[config.mk]
export PLATFORM = sky130hd
export DESIGN_NAME = wb_sram_ctrl
export DESIGN_NICKNAME = d
export VERILOG_FILES = /design/src/rtl/wb_sram_ctrl.sv
export SDC_FILE = /design/constraint.sdc
export NUM_CORES = 1
export LEC_CHECK = 0
export BUFFER_PORTS_ARGS = -buffer_cell sky130_fd_sc_hd__buf_2
export CORE_MARGIN = 4
export CORE_UTILIZATION = 30
export CTS_CLUSTER_DIAMETER = 120
export DETAILED_ROUTE_END_ITERATION = 8
export MAX_ROUTING_LAYER = met4
export PLACE_DENSITY = 0.8
export SYNTH_ARGS = -nofsm -noshare
export SYNTH_HDL_FRONTEND = slang
export SYNTH_SLANG_ARGS = --single-unit
[constraint.sdc]
create_clock -name wb_clk_i -period 2.1 [get_ports wb_clk_i]
set_input_delay 0.105 -clock wb_clk_i [delete_from_list [all_inputs] [get_ports wb_clk_i]]
set_output_delay 0.105 -clock wb_clk_i [all_outputs]
set_load 0.01 [all_outputs]
[src/rtl/wb_sram_ctrl.sv]
// wb_sram_ctrl: Wishbone B3 slave fronting a single-port synchronous SRAM
// macro with per-byte write enables.
// Build option WB_SRAM_BURST_EN: when defined, constant-address and
// incrementing (linear, wrap4/8/16) bursts run at one beat per cycle.
// When undefined, cti/bte are ignored and every access is classic.
module wb_sram_ctrl #(
  parameter int unsigned DW        = 32,
  parameter int unsigned MEM_WORDS = 32768,
  parameter int unsigned AW        = 32,
  parameter int unsigned MAW       = $clog2(MEM_WORDS)
) (
  input  logic              wb_clk_i,
  input  logic              wb_rst_n_i,
  input  logic [AW-1:0]     wb_adr_i,
  input  logic [DW-1:0]     wb_dat_i,
  input  logic [DW/8-1:0]   wb_sel_i,
  input  logic              wb_we_i,
  input  logic              wb_cyc_i,
  input  logic              wb_stb_i,
  input  logic [2:0]        wb_cti_i,
  input  logic [1:0]        wb_bte_i,
  output logic [DW-1:0]     wb_dat_o,
  output logic              wb_ack_o,
  output logic              wb_err_o,
  output logic              wb_rty_o,
  output logic              sram_cen_n_o,
  output logic              sram_wen_n_o,
  output logic [DW/8-1:0]   sram_bwen_n_o,
  output logic [MAW-1:0]    sram_adr_o,
  output logic [DW-1:0]     sram_d_o,
  input  logic [DW-1:0]     sram_q_i
);

  localparam int unsigned SW = DW / 8;
  localparam int unsigned LB = $clog2(SW);
  localparam int unsigned HI = MAW + LB;

  typedef enum logic [1:0] {
    IDLE,
    SGL,
    ERRS
`ifdef WB_SRAM_BURST_EN
    , BRST
`endif
  } state_t;

  state_t          state, state_d;
  logic [MAW-1:0]  adr_r, adr_d;
  logic [MAW-1:0]  wadr;
  logic            req, rerr;
  logic            ack, err, cen_n, wen_n;
  logic [SW-1:0]   bwen_n;
  logic [MAW-1:0]  sram_adr;
  // Inputs that are deliberately ignored (byte offset, and burst controls
  // when bursts are compiled out).
  logic            unused_bits;

`ifdef WB_SRAM_BURST_EN
  logic [1:0]      bte_r, bte_d;
  logic [2:0]      cti_r, cti_d;
  logic [MAW-1:0]  adr_nxt;

  // Next burst word: constant holds, linear wraps at the memory size,
  // wrap-N only advances the low log2(N) bits.
  function automatic logic [MAW-1:0] nxt(input logic [MAW-1:0] a,
                                         input logic [2:0]     cti,
                                         input logic [1:0]     bte);
    logic [MAW-1:0] inc;
    logic [MAW-1:0] mask;
    inc = a + MAW'(1);
    case (bte)
      2'b01:   mask = MAW'(3);
      2'b10:   mask = MAW'(7);
      2'b11:   mask = MAW'(15);
      default: mask = '1;
    endcase
    if (cti == 3'b001) nxt = a;
    else               nxt = (inc & mask) | (a & ~mask);
  endfunction

  assign adr_nxt     = nxt(adr_r, cti_r, bte_r);
  assign unused_bits = ^wb_adr_i[LB-1:0];
`else
  assign unused_bits = ^{wb_adr_i[LB-1:0], wb_cti_i, wb_bte_i};
`endif

  assign wadr = wb_adr_i[HI-1:LB];
  assign req  = wb_cyc_i & wb_stb_i;
  assign rerr = req & (|(wb_adr_i >> HI));

  // State, burst address and latched burst type.
  always_ff @(posedge wb_clk_i or negedge wb_rst_n_i) begin
    if (!wb_rst_n_i) begin
      state <= IDLE;
      adr_r <= '0;
`ifdef WB_SRAM_BURST_EN
      bte_r <= '0;
      cti_r <= '0;
`endif
    end else begin
      state <= state_d;
      adr_r <= adr_d;
`ifdef WB_SRAM_BURST_EN
      bte_r <= bte_d;
      cti_r <= cti_d;
`endif
    end
  end

  // Next state, bus terminations and SRAM strobes.
  always_comb begin
    state_d  = state;
    adr_d    = adr_r;
    ack      = 1'b0;
    err      = 1'b0;
    cen_n    = 1'b1;
    wen_n    = 1'b1;
    bwen_n   = '1;
    sram_adr = adr_r;
`ifdef WB_SRAM_BURST_EN
    bte_d    = bte_r;
    cti_d    = cti_r;
`endif
    case (state)
      IDLE: begin
        if (req) begin
          if (rerr) begin
            state_d = ERRS;
          end else begin
            adr_d   = wadr;
            state_d = SGL;
            // Prefetch the first read word so data is ready in the ack cycle.
            if (!wb_we_i) begin
              cen_n    = 1'b0;
              sram_adr = wadr;
            end
`ifdef WB_SRAM_BURST_EN
            if (wb_cti_i == 3'b001 || wb_cti_i == 3'b010) begin
              state_d = BRST;
              bte_d   = wb_bte_i;
              cti_d   = wb_cti_i;
            end
`endif
          end
        end
      end
      SGL: begin
        state_d = IDLE;
        if (req) begin
          ack = 1'b1;
          if (wb_we_i) begin
            cen_n  = 1'b0;
            wen_n  = 1'b0;
            bwen_n = ~wb_sel_i;
          end
        end
      end
      ERRS: begin
        state_d = IDLE;
        err     = req;
      end
`ifdef WB_SRAM_BURST_EN
      BRST: begin
        if (!wb_cyc_i) begin
          state_d = IDLE;
        end else if (wb_stb_i) begin
          if (wadr != adr_r) begin
            err     = 1'b1;
            state_d = IDLE;
          end else begin
            ack   = 1'b1;
            cen_n = 1'b0;
            adr_d = adr_nxt;
            if (wb_we_i) begin
              wen_n  = 1'b0;
              bwen_n = ~wb_sel_i;
            end else begin
              // Read ahead: the word for the next beat lands on this edge.
              sram_adr = adr_nxt;
            end
            if (wb_cti_i == 3'b111) state_d = IDLE;
          end
        end
      end
`endif
      default: state_d = IDLE;
    endcase
    if (!wb_cyc_i) state_d = IDLE;
  end

  assign wb_dat_o      = sram_q_i;
  assign wb_ack_o      = ack;
  assign wb_err_o      = err;
  assign wb_rty_o      = 1'b0;
  // The prefetch strobe depends on bus inputs, so reset gates it directly.
  assign sram_cen_n_o  = cen_n | ~wb_rst_n_i;
  assign sram_wen_n_o  = wen_n;
  assign sram_bwen_n_o = bwen_n;
  assign sram_adr_o    = sram_adr;
  assign sram_d_o      = wb_dat_i;

endmodule

==> metrics.md, run 1 <==
| Metric | Value |
|---|---|
| Status | finished clean |
| Syn_nets | 244 |
| Post-layout min period | 2.00 ns |
| Synth unique cells | 17 |
| Max Cap Violations | 0 |
| Row cnt | 24 |
| HP Class | in -> reg |
| Final #Nets | 246 |
| Pre-CTS setup slack | 0.316 ns |
| Post-Syn Area | 1390 um2 |
| DRT Wirelength | 3260 um |
| GP Congestion | 0.670 |
| Clk_skew | 0.00115 ns |
| Core footprint | 4410 um2 |
| Share of the synthesized area in the top cell type | 35.1% |
| Final hold viol count | 0 |
| Ant diodes | 0 |
| Flops & latches, synth | 17 |
| CP Launch Type | flop |
| Register area share after synthesis | 30.6% |
| Switch share | 21.5% |
| Initial antenna violation count | 0 |
| Fmax | 500 MHz |
| Latest clock arrival within the worst-skew pair | 0.25 ns |
| Final core occ | 30.4% |
| Layout Cells excl Fill | 187 |
| Vias | 889 |
| Ports | 198 |
| Initial Utilization | 31.5% |
| Drt wl/cell | 17.4 um |
| Leak Pwr | 0.727 nW |
| Clock Tree Root | clkbuf_8 |
| Critical Path Fanout Max | 16 |
| DR DRC count | 0 |
| Flop pwr share | 52.7% |
| Required @ worst endpoint | 2.00 ns |
| Port Buffers | 61 |
| Max H-tree Level | 1 |
| RSZ-0062 raised after global routing | false |
| PD cells | 466 nW/um2 |
| Period Utilization, post-route | 95.2% |
| Setup TNS | 0 ns |
| Synth top area cells | buf_4 35%, dfrtp_1 31%, mux2_2 24% |
| Clk sink count | 17 |
| Synth top cells by count | 65 x buf_4, 30 x mux2_2, 17 x dfrtp_1, 5 x nand2_1, 3 x nor4_1 |
| Setup WS post-layout | 0.101 ns |
| Routed Antenna Nets | 0 |
| First-pass GRT wire length | 5040 um |
| Die X | 76.1 um |
| Critical path endpoint category | output port |
| Die area | 5790 um2 |
| Die Height | 76.1 um |
| Worst vdd ir | 0.333 mV |
| Detailed-routing iteration count for the pre-antenna-repair pass | 3 |
| Most numerous cell in the Yosys netlist | buf_4 |
| Worst Setup SP | state[0]$_DFFE_PN0P_ |
| Vias in the first global route | 989 |
| Clk pwr share | 38.5% |
| Crit Path Class | reg -> out |
| Combinational share of power | 8.8% |
| Largest net degree at the start of global routing | 19 |
| Clk buf depth | 2 |
| Worst R2R Start | state[0]$_DFFE_PN0P_ |
| Num CTS Buffers | 3 |
| Synth Area per Inst | 10.4 um2 |
| Mapped Cells | 134 |
| Setup violators final | 0 |
| Initial DRC Count | 15 |
| Power Internal | 0.490 mW |
| Total gr overflow | 0 |
| TritonCTS clock tree | yes |
| Total GRT Usage | 11.1% |
| Post-DR vias/cell | 4.75 |
| Placed Instances | 182 |
| Final Max Slew Viols | 0 |
| Yosys top cell by area | buf_4 |
| Share of layout cells above drive strength 1 | 74.1% |
| CP arrival | 1.89 ns |
| Ys flop type | dfrtp_1 |
| Number of flops mapped to enable cells by yosys | 0 |
| FFs w/ async S/R, synth | 100% |
| Worst Hold Launch | wb_adr_i[4] |
| Clock transition at the registers of the reported paths | 0.06 ns |
| Switch Pwr | 0.134 mW |
| Yosys Warn Count | 0 |
| Synth-to-layout area growth | -3.69% |
| FILL cells | 452 |
-- power groups by stage --
stage	Combinational [mW]	Sequential, mW	Clock, mW
CTS	0.0553	0.329	0.256
floorplan	0.134	0.335	0
detailed placement	0.0534	0.335	0
global placement	0.0523	0.335	0
global route	0.0625	0.329	0.273
finish	0.0550	0.329	0.240
-- flip-flops by register name, indices dropped and copies added, names as in the netlist --
name,cells
adr_r,15
state,2
-- final timing paths --
kind	to	slack, ns	depth (start not counted)
worst min-delay path	adr_r[2]$_DFFE_PN0P_	0.1	2
worst max register to register	adr_r[6]$_DFFE_PN0P_	0.49	4
worst max-delay path	sram_adr_o[2]	0.10	5
min in group asynchronous	adr_r[0]$_DFFE_PN0P_	0.33	2
max in group asynchronous	state[0]$_DFFE_PN0P_	1.49	2
worst min register to register	adr_r[10]$_DFFE_PN0P_	0.50	1
-- repair_timing --
action                                 CTS  global route
endpoints found under the hold margin   17             0
setup endpoints to repair                0            15
hold buffers                             1             0
resized for setup                        0             1
buffers inserted                         0             0
-- cells by family after synthesis --
| group | after synthesis | synth area share [%] |
|---|---|---|
| mux | 30 | 24.3 |
| compound gates | 1 | 0.359 |
| simple gates | 17 | 7.56 |
| flops | 17 | 30.6 |
| buf+inv | 68 | 37.0 |
| other cells | 1 | 0.270 |
-- layer usage --
metal	vias up	global-route usage [%]	routed length, um
li1	380	-	-
met1	409	9.59	959
met2	78	19.9	1780
met3	22	5.08	411
met4	0	5.59	114
met5	-	-	0
-- area by class of cell --
| cell class | instances | area [um2] | share of cell area [%] |
|---|---|---|---|
| clock buffers | 3 | 41.3 | 3.08 |
| clock inverters | 1 | 5.00 | 0.373 |
| inverters | 1 | 3.75 | 0.280 |
| multi-input cells | 49 | 457 | 34.1 |
| flip-flops and latches | 17 | 425 | 31.7 |
| well taps | 52 | 65.1 | 4.86 |
| repair buffers | 64 | 343 | 25.6 |
-- per-stage QoR --
stage	cell area [um2]	hold slack (ns)	total power [mW]
2_1_floorplan	1390	-0.191	0.469
3_3_place_gp	1280	0.0622	0.388
3_5_place_dp	1280	0.0599	0.389
4_1_cts	1340	0.0879	0.641
5_1_grt	1340	0.0918	0.664
6_report	1340	0.0981	0.625
-- worst max-delay path: stages (launching register included) --
cell     delay (ns)
dfrtp_1        0.39
or3_4          0.42
nor3_4         0.16
buf_12         0.18
mux2_2         0.34
buf_2          0.14
-- cells in the final DEF (no fill, tap or decap) --
master and count:
nor2b_1 1, dlygate4sd3_1 1, buf_2 61, and2_0 1, nor2_2 1, nand2_1 5
clkinv_2 1, clkbuf_8 3, nor3_1 1, nor3_4 1, buf_12 1, buf_4 1
dfrtp_1 17, o21ai_0 1, inv_1 1, conb_1 1, nor3b_1 2, nand4_1 1
or3_4 1, mux2_2 30, nor4_1 3
No activity file was read; power rests on OpenSTA's default activity.
==> run 2, diff against run 1 <==
ABC_AREA = 1   (was not set)
CAP_MARGIN = 20   (was not set)
CORE_UTILIZATION = 32   (was 30)
PLACE_DENSITY = not set   (was 0.8)
PLACE_DENSITY_LB_ADDON = 0.1   (was not set)
==> run 2 against run 1 <==
  * Utilization increased by 1.9 points
  * Cell count increased by 41%
  * Synthesized cell count is 60% higher
  * Via count grew 34%
  * Clock skew up 0.0014 ns
  * Worst setup slack gained 0.14 ns
  * Flip-flop and latch count did not move
==> metrics.md, run 2 <==
| Metric | Value |
|---|---|
| Status | finished clean (unchanged) |
| Critical R2R Capture | adr_r[6]$_DFFE_PN0P_ (unchanged) |
| Reg2reg path depth | 6 (was 4) |
| Num CTS Buffers | 3 (unchanged) |
| Drt wl/cell | 13.3 um (was 17.4 um) |
| FILL cells | 516 (was 452) |
| Final hold viol count | 0 (unchanged) |
| DRT Wirelength | 3520 um (was 3260 um) |
| Ant diodes | 0 (unchanged) |
| Post-layout min period | 1.86 ns (was 2.00 ns) |
| Syn_nets | 324 (was 244) |
| Worst R2R Start | state[0]$_DFFE_PN0P_ (unchanged) |
| Placed Area | 1380 um2 (was 1280 um2) |
| Total Power | 0.645 mW (was 0.625 mW) |
| Post-DR vias/cell | 4.52 (was 4.75) |
| Synth-to-layout area growth | -4.02% (was -3.69%) |
| First-pass GRT wire length | 5710 um (was 5040 um) |
| Core footprint | 4440 um2 (was 4410 um2) |
| Vias | 1194 (was 889) |
| Share of layout cells above drive strength 1 | 35.4% (was 74.1%) |
| Max H-tree Level | 1 (unchanged) |
| Final core occ | 32.2% (was 30.4%) |
| Flops & latches, synth | 17 (unchanged) |
| Clock transition at the registers of the reported paths | 0.07 ns (was 0.06 ns) |
| Final #Nets | 323 (was 246) |
| Die Height | 76.3 um (was 76.1 um) |
| Hold Path Stages | 3 (was 2) |
| Detailed-routing iteration count for the pre-antenna-repair pass | 4 (was 3) |
| Critical path endpoint category | output port (unchanged) |
| Biggest register | adr_r (unchanged) |
| Vias in the first global route | 1238 (was 989) |
| Worst vdd ir | 0.158 mV (was 0.333 mV) |
| Worst reg2reg setup slack | 0.74 ns (was 0.49 ns) |
| Setup WS post-layout | 0.239 ns (was 0.101 ns) |
| Yosys top cell by area | buf_4 (unchanged) |
| Regs by FF count | adr_r x15, state x2 (unchanged) |
| Clk sink count | 17 (unchanged) |
| Largest net degree at the start of global routing | 25 (was 19) |
| Synth Area per Inst | 6.98 um2 (was 10.4 um2) |
| Pre-CTS setup slack | 0.466 ns (was 0.316 ns) |
| Most common cell after layout, fill and taps aside | nand2_1 (was buf_2) |
| Latest clock arrival within the worst-skew pair | 0.25 ns (about the same) |
| Synth top cells by count | 73 x nand2_1, 68 x buf_4, 17 x dfrtp_1, 15 x nand3_1, 10 x o21ai_1 (was 65 x buf_4, 30 x mux2_2, 17 x dfrtp_1, 5 x nand2_1, 3 x nor4_1) |
| RSZ-0062 raised after global routing | false (unchanged) |
| Die X | 76.3 um (was 76.1 um) |
| Register area share after synthesis | 28.5% (was 30.6%) |
| CP Launch Type | flop (unchanged) |
| Leak Pwr | 0.867 nW (was 0.727 nW) |
| Required @ worst endpoint | 2.00 ns (about the same) |
| Crit path cell chain | nor3_2, nand4_2, nand2_1, nand2_1, buf_2 (was or3_4, nor3_4, buf_12, mux2_2, buf_2) |
| Final Max Slew Viols | 0 (unchanged) |
| Total gr overflow | 0 (unchanged) |
| Crit-path max cell delay | 0.43 ns (was 0.42 ns) |
| Initial DRC Count | 18 (was 15) |
| Critical Path Fanout Max | 16 (unchanged) |
| Initial antenna violation count | 0 (unchanged) |
| HP Class | in -> reg (unchanged) |
| Setup TNS | 0 ns (unchanged) |
| PD cells | 450 nW/um2 (was 466 nW/um2) |
| Area of the multi-input gates | 520 um2 (was 457 um2) |
| Post-Syn Area | 1490 um2 (was 1390 um2) |
| Worst Hold Launch | wb_adr_i[7] (was wb_adr_i[4]) |
| Ys flop type | dfrtp_1 (unchanged) |
| Clk_skew | 0.00257 ns (was 0.00115 ns) |
| Yosys Warn Count | 0 (unchanged) |
| Synth unique cells | 19 (was 17) |
| Period Utilization, post-route | 88.6% (was 95.2%) |
| Worst Hold Path EP | adr_r[5]$_DFFE_PN0P_ (was adr_r[2]$_DFFE_PN0P_) |
| Most numerous cell in the Yosys netlist | nand2_1 (was buf_4) |
| Worst path slowest cell | nand4_2 (was or3_4) |
| CP arrival | 1.76 ns (was 1.89 ns) |
| Total GRT Usage | 12.2% (was 11.1%) |
| Synth top area cells | buf_4 34%, dfrtp_1 28%, nand2_1 18% (was buf_4 35%, dfrtp_1 31%, mux2_2 24%) |
| TritonCTS clock tree | yes (unchanged) |
| DP HPWL | 2710 um |
| FFs w/ async S/R, synth | 100% (unchanged) |
| Clk buf depth | 2 (unchanged) |
| FF+latch area | 425 um2 (unchanged) |
| Initial Utilization | 33.6% (was 31.5%) |
| GP Congestion | 0.710 (was 0.670) |
| Setup violators final | 0 (unchanged) |
| Ports | 198 (unchanged) |
| Die area | 5820 um2 (was 5790 um2) |
| Number of flops mapped to enable cells by yosys | 0 (unchanged) |
| Max Cap Violations | 0 (unchanged) |
| Fmax | 537 MHz (was 500 MHz) |
| Clock Tree Root | clkbuf_8 (unchanged) |
| CP bufs+invs | 1 (was 2) |
| Port Buffers | 61 (unchanged) |
| Crit-path most repeated cell | nand2_1 |
| Mapped Cells | 214 (was 134) |
| DR DRC count | 0 (unchanged) |
| Row cnt | 24 (unchanged) |
| Finished Cell Area | 1430 um2 (was 1340 um2) |
| Routed Antenna Nets | 0 (unchanged) |
| Commonest non-fill, non-tap cells in the layout | 73 x nand2_1, 61 x buf_2, 17 x dfrtp_1, 15 x nand3_1, 10 x o21ai_1 (was 61 x buf_2, 30 x mux2_2, 17 x dfrtp_1, 5 x nand2_1) |
| Share of the synthesized area in the top cell type | 34.2% (was 35.1%) |
| Postcts setup bufs | 0 (unchanged) |
| Max FFs per register | 15 (unchanged) |
| Crit Path Class | reg -> out (unchanged) |
| Crit path max-delay family | simple AND/OR/NAND/NOR gates (unchanged) |
run 2: changes by cell type in the layout (fill, tap and decap cells not counted), sizes merged, moves of 3 or more:
cell	change
nand2	+69
mux2	-30
nand3	+15
o21ai	+14
nor2	+10
inv	+4
nor4	-3
run 2: power breakdown:
group	leakage [nW]	switching [mW]	internal, mW
Combinational	0.608	0.0387	0.0329
Clock	0.0228	0.109	0.134
Sequential	0.237	0.000922	0.329
Total	0.867	0.149	0.496
run 2: final cells by class:
cell class / instances / share of cell area (%)
Multi-Input combinational cell: 120 / 36.3
Sequential cell: 17 / 29.7
Timing Repair Buffer: 66 / 25.0
Tap cell: 52 / 4.54
Clock buffer: 4 / 3.14
Inverter: 5 / 1.31
run 2: kinds of logic (layout without fill, tap and decap cells):
logic type             after synthesis  after routing  share of synthesized area [%]
DFF                                 17             17                           28.5
other                                1              1                          0.251
AOI/OAI and AO/OA                   16             16                           5.36
and+or+nand+nor                    103            103                           29.3
buffers and inverters               77             75                           36.6
run 2: worst max path at each step:
stage,startpoint,end,cells past startpoint,slack [ns]
6_report,state[0]$_DFFE_PN0P_,sram_adr_o[14],5,0.24
3_3_place_gp,state[1]$_DFFE_PN0P_,sram_adr_o[1],5,0.47
4_1_cts,state[0]$_DFFE_PN0P_,sram_adr_o[1],5,0.18
5_1_grt,state[1]$_DFFE_PN0P_,sram_adr_o[14],5,0.07
3_5_place_dp,state[0]$_DFFE_PN0P_,sram_adr_o[1],5,0.47
2_1_floorplan,state[1]$_DFFE_PN0P_,sram_bwen_n_o[0],4,0.81
run 2: worst register-to-register path, cell delays in order, from the launching register on:
cell and delay [ns]:
dfrtp_1 0.39, nor3_2 0.28, inv_2 0.09, nor2_4 0.23, buf_12 0.20, nand2_1 0.06, nand2_1 0.06
run 2: metrics by stage:
stage	hold WS, ns	std cells
global route	0.0696	264
detailed placement	0.0660	259
global placement	0.0619	259
CTS	0.0670	264
finish	0.0706	264
floorplan	-0.191	214
run 2: repair_timing:
item	CTS	global route
hold endpoints to repair	17	0
hold buffers	1	0
gates resized for setup	0	0
run 2: per-layer routing:
| metal | global-route usage [%] | part of all wire (%) | vias to the layer above |
|---|---|---|---|
| li1 | - | - | 597 |
| met2 | 21.6 | 51 | 50 |
| met3 | 4.14 | 9.3 | 12 |
| met1 | 12.6 | 38 | 535 |
| met4 | 4.17 | 1.4 | 0 |
| met5 | - | 0 | - |
